**config.mk**
```make
export PLATFORM = sky130hd
export DESIGN_NAME = pid_calc
export DESIGN_NICKNAME = d
export VERILOG_FILES = /design/src/rtl/pid_calc.sv
export SDC_FILE = /design/constraint.sdc
export NUM_CORES = 2
export LEC_CHECK = 0
export BUFFER_PORTS_ARGS = -buffer_cell sky130_fd_sc_hd__buf_2
export CORE_MARGIN = 3
export CORE_UTILIZATION = 64
export CTS_BUF_LIST = sky130_fd_sc_hd__clkbuf_16
export DETAILED_ROUTE_END_ITERATION = 8
export PLACE_DENSITY_LB_ADDON = 0.15
export SETUP_SLACK_MARGIN = 0.05
export SYNTH_ARGS = -nofsm -noshare
export SYNTH_HDL_FRONTEND = slang
export SYNTH_SLANG_ARGS = --single-unit
```
**constraint.sdc**
```tcl
create_clock -name clk -period 12.7 [get_ports clk]
set_clock_uncertainty 0.2 [all_clocks]
set_input_delay 2.54 -clock clk [delete_from_list [all_inputs] [get_ports clk]]
set_output_delay 2.54 -clock clk [all_outputs]
set_load 0.005 [all_outputs]
```
**src/rtl/pid_calc.sv**
```systemverilog
// pid_calc: PID control output from an error triplet (e, e1, sum_e).
// One shared 16x33 signed multiplier is stepped by a small FSM. The
// accumulated result is scaled down by FRAC and clipped to OUT_MIN..OUT_MAX.
// Optional feature macro: PID_DERIV_EN.
//   Defined:   derivative term is included (latency 4, interval 5).
//   Undefined: derivative path is removed (latency 3, interval 4), and
//              kd and error1 are ignored.
module pid_calc #(
  parameter int FRAC    = 8,
  parameter int OUT_MAX = 100000,
  parameter int OUT_MIN = -100000
) (
  input  logic        clk,
  input  logic        rst,
  input  logic        in_valid,
  output logic        in_ready,
  input  logic [31:0] error,
  input  logic [31:0] error1,
  input  logic [31:0] sum_e,
  input  logic [15:0] kp,
  input  logic [15:0] ki,
  input  logic [15:0] kd,
  output logic [31:0] u,
  output logic        out_valid,
  output logic        sat
);

  typedef enum logic [2:0] {
    IDLE,
    MUL_P,
    MUL_I,
`ifdef PID_DERIV_EN
    MUL_D,
`endif
    SAT
  } state_t;

  // Output limits widened to the accumulator width so the clip compare is
  // done on the full shifted value, not on a truncated copy.
  localparam logic signed [51:0] OUT_MAX_X = 52'(OUT_MAX);
  localparam logic signed [51:0] OUT_MIN_X = 52'(OUT_MIN);

  state_t state_reg, state_next;

  logic signed [31:0] e_reg;
  logic signed [31:0] sum_reg;
  logic signed [15:0] kp_reg;
  logic signed [15:0] ki_reg;
  logic signed [51:0] acc_reg;
  logic [31:0]        u_reg;
  logic               sat_reg;
  logic               out_valid_reg;

  logic               accept;
  logic signed [15:0] mul_a;
  logic signed [32:0] mul_b;
  logic signed [48:0] product;
  logic signed [51:0] product_x;
  logic signed [51:0] y;

`ifdef PID_DERIV_EN
  logic signed [31:0] e1_reg;
  logic signed [15:0] kd_reg;
  logic signed [32:0] diff;

  // Difference is formed at 33 bits so extreme errors never wrap.
  assign diff = {e_reg[31], e_reg} - {e1_reg[31], e1_reg};
`else
  // kd and error1 are part of the interface but carry no meaning here.
  logic unused_inputs;
  assign unused_inputs = ^{kd, error1};
`endif

  assign in_ready = (state_reg == IDLE);
  assign accept   = in_valid && in_ready;

  // Operand select for the single shared multiplier, keyed by state.
  always_comb begin
    mul_a = kp_reg;
    mul_b = {e_reg[31], e_reg};
    case (state_reg)
      MUL_I: begin
        mul_a = ki_reg;
        mul_b = {sum_reg[31], sum_reg};
      end
`ifdef PID_DERIV_EN
      MUL_D: begin
        mul_a = kd_reg;
        mul_b = diff;
      end
`endif
      default: ;
    endcase
  end

  assign product   = 49'(mul_a) * 49'(mul_b);
  assign product_x = {{3{product[48]}}, product};
  assign y         = acc_reg >>> FRAC;

  // Next-state sequencing of the multiply steps.
  always_comb begin
    state_next = state_reg;
    case (state_reg)
      IDLE:  if (accept) state_next = MUL_P;
      MUL_P: state_next = MUL_I;
`ifdef PID_DERIV_EN
      MUL_I: state_next = MUL_D;
      MUL_D: state_next = SAT;
`else
      MUL_I: state_next = SAT;
`endif
      SAT:   state_next = IDLE;
      default: state_next = IDLE;
    endcase
  end

  // State register; reset aborts any computation in flight.
  always_ff @(posedge clk) begin
    if (rst) begin
      state_reg <= IDLE;
    end else begin
      state_reg <= state_next;
    end
  end

  // Input capture, accumulation and the saturating output stage.
  always_ff @(posedge clk) begin
    if (rst) begin
      e_reg         <= '0;
      sum_reg       <= '0;
      kp_reg        <= '0;
      ki_reg        <= '0;
`ifdef PID_DERIV_EN
      e1_reg        <= '0;
      kd_reg        <= '0;
`endif
      acc_reg       <= '0;
      u_reg         <= '0;
      sat_reg       <= 1'b0;
      out_valid_reg <= 1'b0;
    end else begin
      out_valid_reg <= 1'b0;
      case (state_reg)
        IDLE: begin
          if (accept) begin
            e_reg   <= error;
            sum_reg <= sum_e;
            kp_reg  <= kp;
            ki_reg  <= ki;
`ifdef PID_DERIV_EN
            e1_reg  <= error1;
            kd_reg  <= kd;
`endif
            acc_reg <= '0;
          end
        end
        MUL_P: acc_reg <= product_x;
        MUL_I: acc_reg <= acc_reg + product_x;
`ifdef PID_DERIV_EN
        MUL_D: acc_reg <= acc_reg + product_x;
`endif
        SAT: begin
          if (y > OUT_MAX_X) begin
            u_reg   <= OUT_MAX_X[31:0];
            sat_reg <= 1'b1;
          end else if (y < OUT_MIN_X) begin
            u_reg   <= OUT_MIN_X[31:0];
            sat_reg <= 1'b1;
          end else begin
            u_reg   <= y[31:0];
            sat_reg <= 1'b0;
          end
          out_valid_reg <= 1'b1;
        end
        default: ;
      endcase
    end
  end

  assign u         = u_reg;
  assign sat       = sat_reg;
  assign out_valid = out_valid_reg;

endmodule

```
==> results_dict.tcl <==
set metrics [dict create \
    ys_seq_area_share_pct 13.01 \
    cpMaxStageDelayCell "ha_4" \
    cts_buffers 17 \
    synthAdderAreaFrac_pct 42.36 \
    fin_util_pct 69.37 \
    routed_wl_mm 80.88 \
    path_clk_slew_ns 0.08 \
    synthMuxAreaShare_pct 3.461 \
    cts_hold_buf 0 \
    syn_area_um2 28300 \
    final_cell_area_um2 30080 \
    synthTopCellsByArea "fa_1, dfxtp_1, inv_1" \
    dpl_cell_area_um2 29420 \
    synth_top_family_by_area "adder cells" \
    cp.required_ns 12.89 \
    synth.top_cells.by_count "inv_1, nand2_1, fa_1, nor2_1, a21oi_1" \
    report.final.slew_viol_count 0 \
    synthXorXnorAreaFrac_pct 2.953 \
    largest_register_ffs 52 \
    dr.pass1.iters 6 \
    min_delay_worst_endpoint "kp_reg[9]" \
    hold_viol 0 \
    period_share_pct 90.14 \
    htree_levels 4 \
    fmax_ghz 0.08735 \
    syn_area_per_cell_um2 8.342 \
    synth-edff-count 0 \
    reg2reg_depth 33 \
    yosysMostFrequentCell "inv_1" \
    grt_pass1_vias 24878 \
    synth_seq_cells 184 \
    ios 182 \
    clockBufferDepth 2 \
    cts_tree "built" \
    cts_sinks 184 \
    nets 4231 \
    gp_congestion 0.9619 \
    startpoint_type "flip-flop" \
    hold_class "reg2reg" \
    synth_top_area_share_pct 34.80 \
    finalSetupViolCount 0 \
    die_height_um 216.3 \
    clk-insertion-delay-late_ns 0.51 \
    vias 23989 \
    postSynth.asyncResetShare_pct 0 \
    hp-start "kp_reg[9]" \
    grt-ovfl-total 0 \
    antenna_found_initial 4 \
    drtIter0Drc 1852 \
    setup-tns-final_ns 0 \
    yosysUniqueCellTypes 87 \
    p_leak_nw 14.17 \
    clockRootBuffer "clkbuf_16" \
    synth_compound_area_share_pct 12.29 \
    cts_resized 0 \
    critPathArrivalTime_ns 11.64 \
    synth_area_leader_cell "fa_1" \
    port_buffers 133 \
    critPathMaxStageDelay_ns 0.67 \
    core-area_um2 43360 \
    post_cts_buffers 0 \
    grt_pass1_wl_mm 130.6 \
    hold_depth 2 \
    chipWidth_um 216.3 \
    crit_path_end_kind "flip-flop" \
    crit_family "adder cells" \
    p_per_area_nw_per_um2 188.0 \
    crit_fanout 44 \
    critPathKind "reg2reg" \
    cpMostUsedCell "fa_1" \
    rows 76 \
    die_area_um2 46780 \
    yosysWarnings 0 \
    max_cap_violations 0 \
    synthSimpleGateAreaFrac_pct 15.87 \
    reg2reg_from "state_reg[0]" \
    worstMarginPinSlew_ns 1.234 \
    synth_flop_cell "dfxtp_1" \
    rsz0062_at_grt "false" \
    critPathBufInv 6 \
    grt_max_degree 97 \
    rr_endpoint "acc_reg[48]" \
    drc 0 \
    ir_drop_mv 0.1939 \
    syn_inst 3393 \
    ant_nets 0 \
    area_growth_pct 6.273 \
    via_per_inst 5.964 \
    status "finished clean" \
    syn-num-nets 4203 \
    relSlewSlack_pct 15.38 \
    start_util_pct 65.27 \
    track_usage_pct 35.83 \
    r2r_slack_ns 1.25 \
    total_power_mw 5.656 \
    post_drt_wl_per_cell_um 20.11 \
    layout-drive-gt1-share_pct 8.098 \
    dpl.hpwl_mm 63.50 \
    fin_crit_ns 11.45 \
]
## worst max-delay path by stage
stage	end	depth (start not counted)	startpoint
3_3_place_gp	acc_reg[48]	36	state_reg[0]
5_1_grt	acc_reg[35]	32	state_reg[0]
2_1_floorplan	acc_reg[48]	41	state_reg[0]
4_1_cts	acc_reg[48]	36	state_reg[0]
3_5_place_dp	acc_reg[48]	36	state_reg[0]
6_report	acc_reg[48]	33	state_reg[0]
## area by class of cell
class / instances / area [µm²]
timing repair buffer: 166 / 928.4
tap: 585 / 732.0
sequential: 184 / 3684
inverter: 599 / 2248
antenna: 4 / 10.01
fill: 3555 / 13280
multi-input combinational: 2453 / 21830
clock buffer: 17 / 425.4
clock inverter: 14 / 220.2
## routing by layer
metal,part of all wire (%),global-route usage (%),routed length [µm]
met3,8.5,6.716,6852
met4,5.2,18.21,4204
met2,48,59.51,39020
met1,38,45.12,30800
met5,0,0,0
## cell usage in the layout (no fill, tap or decap), drive strengths merged, types with 39 or more instances in the layout
cell type / count
a21oi: 226
nand2: 592
inv: 606
nand2b: 39
mux2i: 45
mux2: 47
fa: 492
o21ai: 79
ha: 171
xnor2: 68
dfxtp: 184
buf: 166
nor2: 278
a21o: 42
## power breakdown
group / switching, mW / internal, mW
sequential: 0.0787 / 0.666
clock: 0.268 / 0.350
combinational: 2.79 / 1.50
## tightest hold or removal path, stage by stage (launching register included)
cell	delay (ns)
dfxtp_1	0.31
nand2_1	0.05
a21oi_1	0.05
## logic make-up (layout without fill, tap and decap cells)
kind of cell | count (synthesis) | count (layout)
adders and majority gates | 663 | 663
buffers and inverters | 756 | 796
xor gates and xnor gates | 93 | 93
muxes | 92 | 92
AOI/OAI and AO/OA | 540 | 540
and+or+nand+nor | 1065 | 1065
DFF | 184 | 184
other | 0 | 4
## per-stage QoR
step | hold slack (ns) | setup WS, ns | std cells
floorplan | 0.2329 | 2.722 | 3393
global placement | 0.2404 | 1.748 | 3987
detailed placement | 0.2468 | 1.526 | 3987
CTS | 0.2590 | 1.465 | 4018
global route | 0.2889 | 0.7536 | 4022
finish | 0.2585 | 1.252 | 4022
No activity file was read; power rests on OpenSTA's default activity.
